`config.mk`:
```
export PLATFORM = sky130hd
export DESIGN_NAME = i2s_adc_receiver
export DESIGN_NICKNAME = d
export VERILOG_FILES = /design/src/rtl/i2s_adc_receiver.sv
export SDC_FILE = /design/constraint.sdc
export NUM_CORES = 1
export LEC_CHECK = 0
export CORE_ASPECT_RATIO = 0.8
export CORE_UTILIZATION = 53
export CTS_CLUSTER_DIAMETER = 60
export DETAILED_ROUTE_END_ITERATION = 12
export PLACE_DENSITY = 0.74
export SYNTH_ARGS = -nofsm -noshare
export SYNTH_HDL_FRONTEND = slang
export SYNTH_SLANG_ARGS = --single-unit
```
`constraint.sdc`:
```
create_clock -name clk -period 3 [get_ports clk]
set_input_delay 0.45 -clock clk [delete_from_list [all_inputs] [get_ports clk]]
set_output_delay 0.45 -clock clk [all_outputs]
set_load 0.05 [all_outputs]
```
`src/rtl/i2s_adc_receiver.sv`:
```
// i2s_adc_receiver: codec ADC serial stream (BCLK / ADC_LR_CLK / ADC_DATA)
// to parallel signed left/right samples in the clk domain, handed downstream
// through a valid/ready handshake with sticky overflow reporting.
// Optional build macro PEAK_HOLD_EN adds a peak_level output tracking the
// largest absolute sample value, with a peak_clear input.
module i2s_adc_receiver #(
  parameter int SAMPLE_WIDTH = 16,
  parameter int I2S_DELAY    = 1,
  parameter int SYNC_STAGES  = 2
) (
  input  logic                    clk,
  input  logic                    reset,
  input  logic                    enable,
  input  logic                    BCLK,
  input  logic                    ADC_LR_CLK,
  input  logic                    ADC_DATA,
  output logic [SAMPLE_WIDTH-1:0] left_sample,
  output logic [SAMPLE_WIDTH-1:0] right_sample,
  output logic                    out_valid,
  input  logic                    out_ready,
  output logic                    overflow,
  input  logic                    ovf_clear,
`ifdef PEAK_HOLD_EN
  output logic [SAMPLE_WIDTH-1:0] peak_level,
  input  logic                    peak_clear,
`endif
  output logic                    short_word
);

  localparam int CW = $clog2(SAMPLE_WIDTH + 1);

  typedef enum logic [1:0] {ST_IDLE, ST_SKIP, ST_SHIFT, ST_WAIT} state_t;

  // A new word begins either with a delay tick to skip or directly with its MSB.
  localparam state_t START_ST = (I2S_DELAY != 0) ? ST_SKIP : ST_SHIFT;

  state_t                  state, state_next;
  logic [SYNC_STAGES-1:0]  bclk_sync, lr_sync, data_sync;
  logic                    bclk_prev, lr_prev;
  logic                    bclk_s, lr_s, data_s;
  logic                    tick, frame_edge, left_start;
  logic [SAMPLE_WIDTH-1:0] shift_reg, shift_next, commit_word;
  logic [SAMPLE_WIDTH-1:0] hold_left, pend_left, pend_right;
  logic [CW-1:0]           cnt, cnt_next;
  logic                    ch, ch_next, start_word;
  logic                    have_left, pend_valid, commit, short_pulse, accept;

  // Bring the three codec pins into clk and keep last synchronized BCLK for edge detection
  always_ff @(posedge clk or negedge reset) begin
    if (!reset) begin
      bclk_sync <= '0;
      lr_sync   <= '0;
      data_sync <= '0;
      bclk_prev <= 1'b0;
    end else begin
      bclk_sync <= {bclk_sync[SYNC_STAGES-2:0], BCLK};
      lr_sync   <= {lr_sync[SYNC_STAGES-2:0], ADC_LR_CLK};
      data_sync <= {data_sync[SYNC_STAGES-2:0], ADC_DATA};
      bclk_prev <= bclk_s;
    end
  end

  assign bclk_s     = bclk_sync[SYNC_STAGES-1];
  assign lr_s       = lr_sync[SYNC_STAGES-1];
  assign data_s     = data_sync[SYNC_STAGES-1];
  assign tick       = bclk_s & ~bclk_prev;
  assign frame_edge = tick & (lr_s ^ lr_prev);
  assign left_start = frame_edge & ~lr_s;

  // FSM state register
  always_ff @(posedge clk or negedge reset) begin
    if (!reset) state <= ST_IDLE;
    else        state <= state_next;
  end

  // FSM next state: only bit ticks move the machine, enable low parks it in IDLE
  always_comb begin
    state_next = state;
    if (!enable) begin
      state_next = ST_IDLE;
    end else if (tick) begin
      case (state)
        ST_IDLE:  if (left_start) state_next = START_ST;
        ST_SKIP:  state_next = frame_edge ? START_ST : ST_SHIFT;
        ST_SHIFT: begin
          if (frame_edge)                              state_next = START_ST;
          else if (cnt == CW'(SAMPLE_WIDTH - 1))      state_next = ST_WAIT;
        end
        ST_WAIT:  if (frame_edge) state_next = START_ST;
        default:  state_next = ST_IDLE;
      endcase
    end
  end

  // FSM outputs: shift/count updates, word commits and short-word detection
  always_comb begin
    shift_next  = shift_reg;
    cnt_next    = cnt;
    ch_next     = ch;
    commit      = 1'b0;
    commit_word = '0;
    short_pulse = 1'b0;
    start_word  = 1'b0;
    if (!enable) begin
      shift_next = '0;
      cnt_next   = '0;
    end else if (tick) begin
      case (state)
        ST_IDLE: start_word = left_start;
        ST_SKIP: begin
          if (frame_edge) begin
            start_word = 1'b1;
          end else begin
            shift_next = {{(SAMPLE_WIDTH-1){1'b0}}, data_s};
            cnt_next   = CW'(1);
          end
        end
        ST_SHIFT: begin
          if (frame_edge) begin
            commit      = 1'b1;
            commit_word = shift_reg << (SAMPLE_WIDTH - int'(cnt));
            short_pulse = 1'b1;
            start_word  = 1'b1;
          end else begin
            shift_next = {shift_reg[SAMPLE_WIDTH-2:0], data_s};
            cnt_next   = cnt + CW'(1);
            if (cnt == CW'(SAMPLE_WIDTH - 1)) begin
              commit      = 1'b1;
              commit_word = shift_next;
            end
          end
        end
        ST_WAIT: start_word = frame_edge;
        default: start_word = 1'b0;
      endcase
      if (start_word) begin
        ch_next = lr_s;
        if (I2S_DELAY == 0) begin
          shift_next = {{(SAMPLE_WIDTH-1){1'b0}}, data_s};
          cnt_next   = CW'(1);
        end else begin
          shift_next = '0;
          cnt_next   = '0;
        end
      end
    end
  end

  // Word assembly registers; lr_prev only advances on bit ticks
  always_ff @(posedge clk or negedge reset) begin
    if (!reset) begin
      shift_reg  <= '0;
      cnt        <= '0;
      ch         <= 1'b0;
      lr_prev    <= 1'b0;
      short_word <= 1'b0;
    end else begin
      shift_reg  <= shift_next;
      cnt        <= cnt_next;
      ch         <= ch_next;
      short_word <= short_pulse;
      if (tick) lr_prev <= lr_s;
    end
  end

  // Left words wait in a holding register; a right word pairs with it for one-cycle staging
  always_ff @(posedge clk or negedge reset) begin
    if (!reset) begin
      hold_left  <= '0;
      have_left  <= 1'b0;
      pend_left  <= '0;
      pend_right <= '0;
      pend_valid <= 1'b0;
    end else if (!enable) begin
      hold_left  <= '0;
      have_left  <= 1'b0;
      pend_valid <= 1'b0;
    end else begin
      pend_valid <= 1'b0;
      if (commit) begin
        if (!ch) begin
          hold_left <= commit_word;
          have_left <= 1'b1;
        end else if (have_left) begin
          pend_left  <= hold_left;
          pend_right <= commit_word;
          pend_valid <= 1'b1;
        end
      end
    end
  end

  assign accept = out_valid & out_ready;

  // Downstream handshake: a staged pair always loads, overflow marks an unaccepted overwrite
  always_ff @(posedge clk or negedge reset) begin
    if (!reset) begin
      left_sample  <= '0;
      right_sample <= '0;
      out_valid    <= 1'b0;
      overflow     <= 1'b0;
    end else begin
      if (pend_valid) begin
        left_sample  <= pend_left;
        right_sample <= pend_right;
        out_valid    <= 1'b1;
      end else if (accept) begin
        out_valid <= 1'b0;
      end
      if (pend_valid && out_valid && !accept) overflow <= 1'b1;
      else if (ovf_clear)                     overflow <= 1'b0;
    end
  end

`ifdef PEAK_HOLD_EN
  logic [SAMPLE_WIDTH-1:0] left_abs, right_abs, pair_peak;

  function automatic logic [SAMPLE_WIDTH-1:0] abs_sat(input logic [SAMPLE_WIDTH-1:0] v);
    if (!v[SAMPLE_WIDTH-1])                          return v;
    else if (v == {1'b1, {(SAMPLE_WIDTH-1){1'b0}}}) return {1'b0, {(SAMPLE_WIDTH-1){1'b1}}};
    else                                             return -v;
  endfunction

  // Magnitude of the pair about to load, most negative value saturating to max positive
  always_comb begin
    left_abs  = abs_sat(pend_left);
    right_abs = abs_sat(pend_right);
    pair_peak = (left_abs > right_abs) ? left_abs : right_abs;
  end

  // Peak follows the loaded pairs; a clear coinciding with a load restarts from that pair
  always_ff @(posedge clk or negedge reset) begin
    if (!reset) begin
      peak_level <= '0;
    end else if (pend_valid) begin
      if (peak_clear || pair_peak > peak_level) peak_level <= pair_peak;
    end else if (peak_clear) begin
      peak_level <= '0;
    end
  end
`endif

endmodule

```
==> results of run 1 <==
power by group:
group          switching, W  total, W  internal [W]  leakage (nW)
combinational      0.000205  0.000307      0.000102          1.22
sequential        0.0000135   0.00160       0.00159          1.61
clock              0.000762   0.00193       0.00117         0.266
layout by cell type, fill, tap and decap left out, drive strengths merged, types with 3 or more instances in the layout:
master         synthesis  routed
buf                   15      20
nor2                  18      18
mux2i                 14      14
o211ai                 3       3
xor2                   3       3
o22ai                  8       8
nor2b                  5       5
clkbuf                27      18
and3                   5       5
a211oi                 3       3
a21oi                 25      25
a22oi                  6       6
inv                   28      30
a2111oi                5       5
nand3                 28      28
a32oi                  3       3
xnor2                  6       6
o21ai                 65      65
nand2b                 8       8
ha                     7       7
dfrtp                117     117
mux2                  35      35
mux4                   3       3
nand2                106     106
nor3                  10      10
o31ai                  5       5
clkinv                 0       6
clkdlybuf4s50          0      41
clkinvlp               0       5
synth_stat cells, types with 3 or more instances:
cell type    n
o211ai_1     3
buf_1        4
xor2_1       3
buf_2        6
a21oi_1     25
o21ai_0     62
o22ai_2      4
mux2_2      35
nor2b_1      5
nand3_1     28
dfrtp_1    117
a32oi_1      3
nand2_1    106
mux4_2       3
o22ai_1      4
mux2i_1     14
a22oi_1      6
ha_1         7
xnor2_1      6
nand2b_1     8
nor2_1      18
o31ai_1      5
a211oi_1     3
and3_1       5
clkbuf_1    27
inv_1       28
buf_4        3
nor3_1       9
worst min-delay path by stage:
stage | to | from
after CTS | bclk_sync[1] | bclk_sync[0]
after detailed placement | bclk_sync[1] | bclk_sync[0]
after global routing | bclk_sync[1] | bclk_sync[0]
final | bclk_sync[1] | bclk_sync[0]
after global placement | bclk_sync[1] | bclk_sync[0]
after floorplan | bclk_prev | reset
worst reg2reg max path, delay by kind of cell, from the launching register on:
kind / cells / cell delay, ps
flops: 1 / 360
fa+ha+maj: 2 / 490
buf+inv: 2 / 420
compound gates: 3 / 550
simple gates: 2 / 820
per-stage QoR:
step | utilization (%) | hold WS [ps] | total power, W | instance area [sq um]
floorplan | - | 154 | 0.00182 | 5880
global placement | 61.1 | 334 | 0.00193 | 6440
detailed placement | 61.1 | 339 | 0.00193 | 6440
CTS | 66.6 | 352 | 0.00386 | 7020
global route | 66.7 | 369 | 0.00396 | 7020
finish | 66.7 | 349 | 0.00384 | 7020
per-layer routing:
layer	GRT usage, %	part of all wire (%)	vias up
met1	39.8	47	2386
met3	6.22	6.3	26
met4	10.1	1.8	0
li1	-	-	2196
met5	0	0	-
met2	44.6	45	197
kinds of logic after synthesis:
| family | after synthesis | share of synthesized area (%) |
|---|---|---|
| xor gates and xnor gates | 9 | 1.34 |
| muxes | 52 | 10.2 |
| DFF | 117 | 49.8 |
| AOI/OAI and AO/OA | 152 | 17.4 |
| buffers and inverters | 70 | 5.05 |
| adders and majority gates | 7 | 1.49 |
| and+or+nand+nor | 191 | 14.7 |
final cells by class:
class                   instances  area share [%]
clock buffers                  18            6.26
clock inverters                14            1.84
multi-input cells             411            37.9
well taps                     140            2.50
repair buffers                 62            8.31
flip-flops and latches        117            41.7
inverters                      28            1.50
what timing repair did:
item                                    4_1_cts  5_1_grt
resized for setup                             0        1
hold buffers                                  1        0
endpoints found under the setup margin        0        3
endpoints found under the hold margin        25        0
==> results_dict.tcl, run 1 <==
set metrics [dict create \
    drc_errors 0 \
    area_delta_synth_final_pct 19.5 \
    reg2reg_to "hold_left[10]" \
    layout_setup_ws_ps 262 \
    die-area_sq_mm 0.0115 \
    netlist.area_leader.share_pct 49.8 \
    path_clk_slew_ps 60 \
    final_cells 790 \
    dpl.cell_count 757 \
    hpwlAfterDp_microns 10700 \
    synth_ff_type "dfrtp_1" \
    finalHoldViolCount 0 \
    htree_levels 4 \
    initial_core_util_pct 55.8 \
    clock_path_buffers 2 \
    place_congestion 0.934 \
    avgSynthCellArea_sq_um 9.83 \
    synth_edf_count 0 \
    leakage_nw 3.09 \
    drive_above_1_share_pct 16.2 \
    yosys.area.top_type "dfrtp_1" \
    cpMaxStageDelayCell "nor3_1" \
    crit_path_start_kind "flip-flop" \
    worstReg2RegStart "cnt[0]" \
    ir_worst_vdd_mv 0.363 \
    relSlewSlack_pct 46.9 \
    ys_ff_latch 117 \
    cts_buffers 17 \
    status "finished, final reports clean" \
    crit_family "simple AND/OR/NAND/NOR gates" \
    clock.fmax_mhz 365 \
    ys_types 66 \
    cts_tree "done" \
    grt_use_total_pct 28.6 \
    critical_path_required_ps 3310 \
    fp-row-count 33 \
    clock-sinks 117 \
    syn_area_sq_mm 0.00588 \
    finalSetupViolCount 0 \
    nets 652 \
    grt_pass1_wl_microns 24700 \
    synth.area.top_cells "dfrtp_1 50%, nand2_1 6.8%, mux2_2 6.7%, o21ai_0 5.3%, mux2i_1 2.4%" \
    path_cells "buf_4 -> ha_1 -> and3_1 -> ha_1 -> inv_1 -> nor3_1 -> o2bb2ai_1 -> o21ai_0 -> o21ai_0" \
    tightestPinTransition_ps 790 \
    wl_per_cell_microns 19.1 \
    yosysWarningCount 0 \
    fin_skew_ps 6.34 \
    rsz0062_at_grt "no" \
    cp_num_cells 9 \
    arrival_ps 3050 \
    critical_path.endpoint_type "flip-flop" \
    diodes 0 \
    post_cts_buffers 0 \
    fin_crit_sh_pct 91.3 \
    multi_input_area_sq_mm 0.00266 \
    portBuffers 42 \
    ioPinCount 43 \
    pre_cts_ws_ps 278 \
    dr.first_iter.drc_count 380 \
    crit_path_end "hold_left[10]" \
    coreArea_sq_mm 0.0105 \
    drt-total-wl_microns 15100 \
    p_per_area_mw_per_mm2 547 \
    max_stage_delay_ps 660 \
    grt_pass1_vias 4524 \
    clock_latency_ps 410 \
    period_needed_ps 2740 \
    root_buffer "clkbuf_16" \
    grt_max_degree 65 \
    ys_seq_area_share_pct 49.8 \
    critPathKind "flip-flop to flip-flop" \
    slew_viol_final 0 \
    first_pass_iters 5 \
    n_fill_cell 801 \
    dieWidth_microns 120 \
    r2r_cells 9 \
    startpoint "cnt[0]" \
    overflow 0 \
    final-seq-area_sq_mm 0.00293 \
    synthCells 598 \
    die_y_microns 96.2 \
    antenna_found_initial 0 \
    fin_setup_tns_ps 0 \
    async_reset_ff_share_pct 100 \
    crit_fanout 25 \
    hold_path.class "flip-flop to flip-flop" \
    whs_path_depth 0 \
    routed_via_density 6.08 \
    vias 4805 \
    ant_nets 0 \
    crit_buf_inv 2 \
    max_cap_viol_count 0 \
    syn_nets 613 \
    reg2reg_slack_ps 260 \
]
Power figures use the tool's default switching activity.
==> inputs of run 2 (changes only) <==
--- a/config.mk
+++ b/config.mk
@@ -10,6 +10,7 @@
 export CTS_CLUSTER_DIAMETER = 60
 export DETAILED_ROUTE_END_ITERATION = 12
 export PLACE_DENSITY = 0.74
+export SETUP_SLACK_MARGIN = 0.3
 export SYNTH_ARGS = -nofsm -noshare
 export SYNTH_HDL_FRONTEND = slang
 export SYNTH_SLANG_ARGS = --single-unit
==> results_dict.tcl, run 2 (synthesized netlist as in run 1, its figures left out) <==
set metrics [dict create \
    dieWidth_microns 120 \
    final_cells 790 \
    grt_util_met3_pct 6.22 \
    dr.first_iter.drc_count 487 \
    min_to "bclk_sync[1]" \
    wl_per_cell_microns 19.0 \
    area_delta_synth_final_pct 20.0 \
    critical_path_required_ps 3320 \
    crit_fanout 17 \
    diodes 0 \
    critPathKind "flip-flop to flip-flop" \
    root_buffer "clkbuf_16" \
    ioPinCount 43 \
    n_fill_cell 800 \
    crit_path_start_kind "flip-flop" \
    ir_worst_vdd_mv 0.363 \
    finalHoldViolCount 0 \
    final-seq-area_sq_mm 0.00293 \
    grt_pass1_vias 4524 \
    drive_above_1_share_pct 16.8 \
    max_cap_viol_count 0 \
    met1_usage_pct 39.8 \
    grt_max_degree 65 \
    p_per_area_mw_per_mm2 546 \
    grt_pass1_wl_microns 24700 \
    drt-total-wl_microns 15000 \
    final_cell_mix "117 x dfrtp_1, 106 x nand2_1, 62 x o21ai_0" \
    clock_path_buffers 2 \
    reg2reg_slack_ps 440 \
    status "finished, final reports clean" \
    leakage_nw 3.10 \
    vias 4743 \
    tightestPinTransition_ps 615 \
    clock-sinks 117 \
    die-area_sq_mm 0.0115 \
    critical_path.endpoint_type "flip-flop" \
    r2r_cells 6 \
    hpwlAfterDp_microns 10700 \
    portBuffers 42 \
    power_w 0.00385 \
    overflow 0 \
    initial_core_util_pct 55.8 \
    grt_busiest_layer "met2" \
    routed_via_density 6.00 \
    rsz0062_at_grt "no" \
    place_congestion 0.934 \
    finalSetupViolCount 0 \
    hold_path.class "flip-flop to flip-flop" \
    final_common_cell "dfrtp_1" \
    coreArea_sq_mm 0.0105 \
    cts_buffers 17 \
    dpl-instance-area_sq_mm 0.00644 \
    ant_nets 0 \
    fin_crit_sh_pct 85.3 \
    cts_tree "done" \
    fin_skew_ps 6.08 \
    clock_latency_ps 410 \
    htree_levels 4 \
    fp-row-count 33 \
    multi_input_area_sq_mm 0.00268 \
    antenna_found_initial 0 \
    first_pass_iters 5 \
    whs_path_depth 0 \
    grt_use_total_pct 28.6 \
    grtUsageMet2_pct 44.6 \
    arrival_ps 2880 \
    reg2reg_to "hold_left[9]" \
    drc_errors 0 \
    period_needed_ps 2560 \
    worstReg2RegStart "cnt[2]" \
    stdcell_area_sq_mm 0.00705 \
    clock.fmax_mhz 391 \
    die_y_microns 96.2 \
    slew_viol_final 0 \
    relSlewSlack_pct 59.0 \
    dpl.cell_count 757 \
    min-delay-start "bclk_sync[0]" \
    nets 652 \
    path_clk_slew_ps 60 \
    fin_setup_tns_ps 0 \
]
-- run 2: cell types whose count changed in the layout (fill, tap and decap cells not counted) --
cell     previous run  this run
xnor2_2             0         1
nor3_1              9         8
buf_12              1         2
ha_1                7         5
xnor2_1             6         5
buf_4              19        18
ha_2                0         2
nor3_2              1         2
-- run 2: power breakdown --
part / leakage [nW] / switching, W / total [W] / internal [W]
Combinational: 1.23 / 0.000206 / 0.000314 / 0.000108
Clock: 0.266 / 0.000763 / 0.00193 / 0.00117
Sequential: 1.61 / 0.0000144 / 0.00160 / 0.00159
-- run 2: metrics by stage --
stage	setup slack, ps	utilization [%]	hold slack [ps]
finish	441	67.0	348
global route	325	67.0	369
CTS	363	66.7	352
detailed placement	278	61.1	339
global placement	393	61.1	334
floorplan	384	-	154
-- run 2: routing by layer --
metal | part of all wire (%) | vias to the layer above
li1 | - | 2197
met5 | 0 | -
met4 | 1.8 | 0
met2 | 45 | 165
met3 | 5.9 | 24
met1 | 47 | 2357
-- run 2: what timing repair did --
| action | 4_1_cts | 5_1_grt |
|---|---|---|
| gates resized for setup | 2 | 6 |
| setup buffers | 0 | 0 |
| hold endpoints to repair | 25 | 0 |
| hold buffers | 1 | 0 |
| setup endpoints to repair | 4 | 23 |
-- run 2: layout make-up --
cell class                 count  area share (%)
timing repair buffer          62            8.45
clock inverter                14            1.83
inverter                      28            1.49
sequential                   117            41.5
clock buffer                  18            6.23
multi-input combinational    411            38.0
tap                          140            2.48
-- run 2: critical path, cell delays in order (launching register included) --
cell	delay (ps)
dfrtp_1	590
or4_4	650
o22ai_1	330
nor2_1	70
o32ai_1	390
o21ai_0	250
o21ai_0	190
-- run 2: how the worst max path moves through the flow --
stage	startpoint	to	slack, ps	depth (start not counted)
finish	cnt[2]	hold_left[9]	440	6
global route	cnt[1]	hold_left[13]	320	8
CTS	cnt[0]	hold_left[15]	360	11
detailed placement	cnt[0]	hold_left[8]	280	9
global placement	cnt[0]	hold_left[8]	390	9
floorplan	cnt[0]	hold_left[7]	380	11
